## config.mk

```make
export PLATFORM = sky130hd
export DESIGN_NAME = upsize_pair_arbiter
export DESIGN_NICKNAME = d
export VERILOG_FILES = /design/src/rtl/upsize_pair_arbiter.sv
export SDC_FILE = /design/constraint.sdc
export NUM_CORES = 1
export LEC_CHECK = 0
export CELL_PAD_IN_SITES_DETAIL_PLACEMENT = 1
export CELL_PAD_IN_SITES_GLOBAL_PLACEMENT = 2
export CORE_UTILIZATION = 20
export CTS_CLUSTER_SIZE = 10
export DETAILED_ROUTE_END_ITERATION = 8
export GPL_TIMING_DRIVEN = 0
export PLACE_DENSITY = 0.91
export SYNTH_ARGS = -nofsm -noshare
export SYNTH_HDL_FRONTEND = slang
export SYNTH_SLANG_ARGS = --single-unit
```

## constraint.sdc

```tcl
create_clock -name aclk -period 3.4 [get_ports aclk]
set_clock_uncertainty 0.2 [all_clocks]
set_input_delay 1.02 -clock aclk [delete_from_list [all_inputs] [get_ports aclk]]
set_output_delay 1.02 -clock aclk [all_outputs]
set_load 0.02 [all_outputs]
```

## src/rtl/upsize_pair_arbiter.sv

```systemverilog
// ---------------------------------------------------------------------------
// upsize_pair_arbiter
//
// Round-robin arbiter that shares the W-bit AXI-Stream input of a 2:1 upsizer
// between N requesters. A grant is held for exactly two accepted beats, so
// every 2W upsized word carries data from a single source. The output passes
// through a one-entry register stage, so all out_* signals are flop-driven.
//
// Ports:
//   aclk        clock, rising edge
//   aresetn     asynchronous active-low reset
//   in_tdata    N*W  requester data, source i at [i*W +: W]
//   in_tvalid   N    per-requester valid
//   in_tready   N    per-requester ready (combinational)
//   out_tdata   W    beat to the upsizer
//   out_tvalid  1    output valid
//   out_tready  1    upsizer ready
//   out_tid     IDW  source index of the current output beat
//   out_tlast   1    1 = second beat of a pair
//   busy        1    1 while a pair is open
// ---------------------------------------------------------------------------
module upsize_pair_arbiter #(
  parameter int W   = 40,
  parameter int N   = 4,
  parameter int IDW = $clog2(N)
) (
  input  logic           aclk,
  input  logic           aresetn,
  input  logic [N*W-1:0] in_tdata,
  input  logic [N-1:0]   in_tvalid,
  output logic [N-1:0]   in_tready,
  output logic [W-1:0]   out_tdata,
  output logic           out_tvalid,
  input  logic           out_tready,
  output logic [IDW-1:0] out_tid,
  output logic           out_tlast,
  output logic           busy
);

  typedef enum logic {
    S_IDLE   = 1'b0,
    S_SECOND = 1'b1
  } state_t;

  state_t         state_q;
  logic [IDW-1:0] rr_ptr_q;
  logic [IDW-1:0] rr_ptr_d;
  logic [IDW-1:0] grant_q;
  logic [W-1:0]   out_tdata_q;
  logic           out_tvalid_q;
  logic [IDW-1:0] out_tid_q;
  logic           out_tlast_q;

  logic [IDW-1:0] pick;
  logic           pick_vld;
  logic [IDW-1:0] sel;
  logic           sel_vld;
  logic           stage_ok;
  logic           hs;

  // First valid requester searching upward from rr_ptr, wrapping mod N.
  always_comb begin
    int idx;
    idx      = 0;
    pick     = rr_ptr_q;
    pick_vld = 1'b0;
    for (int k = 0; k < N; k++) begin
      idx = int'(rr_ptr_q) + k;
      if (idx >= N) idx = idx - N;
      if (!pick_vld && in_tvalid[idx]) begin
        pick     = IDW'(idx);
        pick_vld = 1'b1;
      end
    end
  end

  // The output register can take a beat when empty or draining this cycle.
  assign stage_ok = ~out_tvalid_q | out_tready;

  // While a pair is open only the granted source is served, even across gaps.
  assign sel     = (state_q == S_SECOND) ? grant_q : pick;
  assign sel_vld = (state_q == S_SECOND) ? in_tvalid[grant_q] : pick_vld;
  assign hs      = sel_vld & stage_ok;

  always_comb begin
    in_tready = '0;
    if (state_q == S_SECOND) begin
      in_tready[grant_q] = stage_ok;
    end else if (pick_vld) begin
      in_tready[pick] = stage_ok;
    end
  end

  // Next pair starts searching just after the source that completed.
  assign rr_ptr_d = (grant_q == IDW'(N - 1)) ? '0 : grant_q + IDW'(1);

  always_ff @(posedge aclk or negedge aresetn) begin
    if (!aresetn) begin
      state_q      <= S_IDLE;
      rr_ptr_q     <= '0;
      grant_q      <= '0;
      out_tdata_q  <= '0;
      out_tvalid_q <= 1'b0;
      out_tid_q    <= '0;
      out_tlast_q  <= 1'b0;
    end else begin
      // A load takes priority over a drain in the same cycle.
      if (hs) begin
        out_tdata_q  <= in_tdata[int'(sel)*W +: W];
        out_tid_q    <= sel;
        out_tlast_q  <= (state_q == S_SECOND);
        out_tvalid_q <= 1'b1;
      end else if (out_tready) begin
        out_tvalid_q <= 1'b0;
      end

      if (hs) begin
        if (state_q == S_IDLE) begin
          grant_q <= pick;
          state_q <= S_SECOND;
        end else begin
          rr_ptr_q <= rr_ptr_d;
          state_q  <= S_IDLE;
        end
      end
    end
  end

  assign out_tdata  = out_tdata_q;
  assign out_tvalid = out_tvalid_q;
  assign out_tid    = out_tid_q;
  assign out_tlast  = out_tlast_q;
  assign busy       = (state_q == S_SECOND);

endmodule

```

==> impl_metrics.yaml <==
run:
  max-cap-violations: 0
power_and_ir_drop:
  p_sw_mw: 2.18
  p_leak_nw: 2.41
  p_seq_share_pct: 20.1
  power.density_nw_per_um2: 836
  power_mw: 5.14
  ir_worst_vdd_mv: 0.361
  internal_power_mw: 2.96
  p_clk_share_pct: 11.4
  combPwrFrac_pct: 68.5
  switching_share_pct: 42.5
critical_path:
  slowest_stage: "or3_4"
  r2r_slack_ps: 690
  start_kind: "primary input"
  worstSetupEndpointType: "output port"
  startpoint: "in_tvalid[1]"
  path_max_fanout: 6
  crit_arrival_ps: 2280
  worstSetupPathType: "primary input to output port"
  path_common_cell: "a21oi_4"
  worstPathCellList: "buf_12 > or2_4 > a21oi_4 > nor3_4 > or3_4 > a21oi_4 > buf_6"
  required_ps: 2180
  r2r-end: "out_tdata[13]"
  r2r_start: "rr_ptr_q[0]"
  crit_path_end: "in_tready[2]"
  max_stage_delay_ps: 350
  reg2regPathDepth: 6
synthesis:
  avgSynthCellArea_sq_um: 10.8
  synth_top_area_cell: "dfrtp_1"
  async_flop_share_pct: 100
  ys_ff_latch: 47
  synth_top_area_share_pct: 35.4
  yosysWarnings: 0
  syn_area_sq_um: 3330
  synthAdderAreaFrac_pct: 1.50
  synthCells: 308
  synth_edf_count: 0
  synth.area.top_cells: "dfrtp_1 (35%), mux2i_1 (24%), a221oi_1 (7.6%)"
  muxShareOfSynthArea_pct: 24.8
  ys_types: 51
  synth_compound_area_share_pct: 19.4
  syn_nets: 479
  synth-simple-area-share_pct: 10.5
  seq_area_frac_synth_pct: 35.4
  synthXorXnorAreaFrac_pct: 0
  synth_ff_type: "dfrtp_1"
  synth_top_family_by_area: "multiplexers"
placement:
  gp_congestion: 0.815
  hpwl_mm: 10.8
  port_buffers: 214
global_route:
  grt_pass1_wl_mm: 19.6
  grt_overflow_total: 0
  grt_usage_pct: 15.2
  grt_max_degree: 26
  antenna_found_initial: 0
  grt_pass1_vias: 3709
timing:
  period_needed_ps: 3500
  tightest_slew_ps: 768
  period_share_pct: 103
  setup_viol: 4
  drv_slew: 0
  rsz0062_at_grt: "true"
  clock.fmax_mhz: 286
  relSlewSlack_pct: 48.4
  fin_hold_ws_ps: 321
  setup_ws_ps: -102
  finalHoldViolCount: 0
final_layout:
  fin_nets: 713
  final_cell_mix: "clkdlybuf4s50_1 (206), mux2i_1 (79), dfrtp_1 (47)"
  final_common_cell: "clkdlybuf4s50_1"
  drive_above_1_share_pct: 15.8
  antenna_cells: 0
  syn2layout_area_growth_pct: 85.0
clock_tree:
  clk_pin_slew_ps: 60
  cts_root_buf: "clkbuf_16"
  clkLatencyLatePin_ps: 290
  cts_tree: "built"
  cts_hold_buffers: 0
  ctsLongestPathBuffers: 2
  cts.sinks: 47
  h-tree-depth: 2
  cts_buffers: 5
floorplan:
  die-area_sq_um: 17100
  fp-row-count: 46
  io_pins: 216
  start_util_pct: 20.7
  fp.dieW_microns: 131
  core_sq_um: 16100
  fp.dieH_microns: 131
run_status:
  status: "complete, but fails checks"
  failed_checks: "negative setup slack"
detailed_routing:
  drc_errors: 0
  avgViaCountPerCell: 4.61
  wire_per_inst_microns: 17.7
  vias: 3498
  totalWireLength_mm: 13.5
  first_pass_iters: 4
  drtIter0Drc: 68
  ant_nets: 0
min_path:
  hp-class: "flip-flop to flip-flop"
==> synth_stat cells (2+ instances only) <==
cell type,instances
dfrtp_1,47
ha_1,4
mux2i_1,79
buf_2,6
inv_1,5
nor2b_1,2
clkbuf_8,2
a221oi_1,29
nor2_1,48
a221oi_2,10
buf_12,5
a21boi_0,2
a21oi_1,6
nand2_1,5
buf_6,7
nand2b_1,3
o22ai_1,2
o41a_1,2
o21ai_0,6
or2b_2,2
or2_2,2
clkbuf_1,5
==> timing repair <==
item	in CTS	in global routing
gates resized for setup	54	6
endpoints found under the hold margin	0	0
buffers inserted	7	5
setup endpoints to repair	14	4
pin swaps	8	6
==> registers in the layout, indices dropped and copies added, names as in the netlist <==
name and count:
busy 1, out_tvalid 1, out_tlast 1, rr_ptr_q 2, out_tdata 40, out_tid 2
==> cell families after synthesis <==
family	count (synthesis)
AND/OR/NAND/NOR	73
buffers and inverters	31
flip-flops	47
AO/OA/AOI/OAI	72
multiplexers	81
adder cells (fa/ha/maj)	4
==> worst min-delay path by stage <==
stage                  startpoint       endpoint  slack (ps)  cells past startpoint
floorplan           out_tdata[10]  out_tdata[10]         400                      2
global placement    out_tdata[10]  out_tdata[10]         290                      2
detailed placement  out_tdata[10]  out_tdata[10]         310                      2
CTS                 out_tdata[10]  out_tdata[10]         330                      2
global route        out_tdata[10]  out_tdata[10]         360                      2
finish              out_tdata[10]  out_tdata[10]         320                      2
==> power groups by stage <==
stage	Sequential, mW	Combinational, mW	Clock (mW)
floorplan	1.32	1.89	0
global placement	1.02	3.42	0
detailed placement	1.05	3.47	0
CTS	1.04	3.54	0.613
global route	1.07	3.79	0.627
finish	1.03	3.52	0.584
==> critical path, delay by kind of cell <==
family / cells / cell delay, ps
buffers and inverters: 2 / 240
and+or+nand+nor: 3 / 670
AOI/OAI and AO/OA: 2 / 350
==> cell type report <==
cell class / instances / area, sq um
Tap cell: 216 / 270
Clock inverter: 2 / 35.0
Multi-Input combinational cell: 230 / 1980
Clock buffer: 6 / 139
Inverter: 5 / 18.8
Buffer: 26 / 272
Sequential cell: 47 / 1180
Fill cell: 1757 / 9910
Timing Repair Buffer: 227 / 2260
==> metal layers <==
metal,up-vias,wire length (microns),GRT usage [%]
met5,-,0,0
met4,0,185,3.92
met3,12,1190,4.76
met2,157,6860,27.9
met1,1690,5230,16.8
li1,1639,-,-
==> metrics by stage <==
step | worst slack (ps) | utilization (%) | TNS (ps) | instance area [sq um] | instances
2_1_floorplan | -34.7 | - | -61.1 | 3380 | 308
3_3_place_gp | -1250 | 36.1 | -29720 | 5790 | 738
3_5_place_dp | -1290 | 36.2 | -15720 | 5810 | 739
4_1_cts | -139 | 37.9 | -195 | 6090 | 754
5_1_grt | -140 | 38.3 | -458 | 6150 | 759
6_report | -102 | 38.3 | -269 | 6150 | 759
Power figures use the tool's default switching activity.
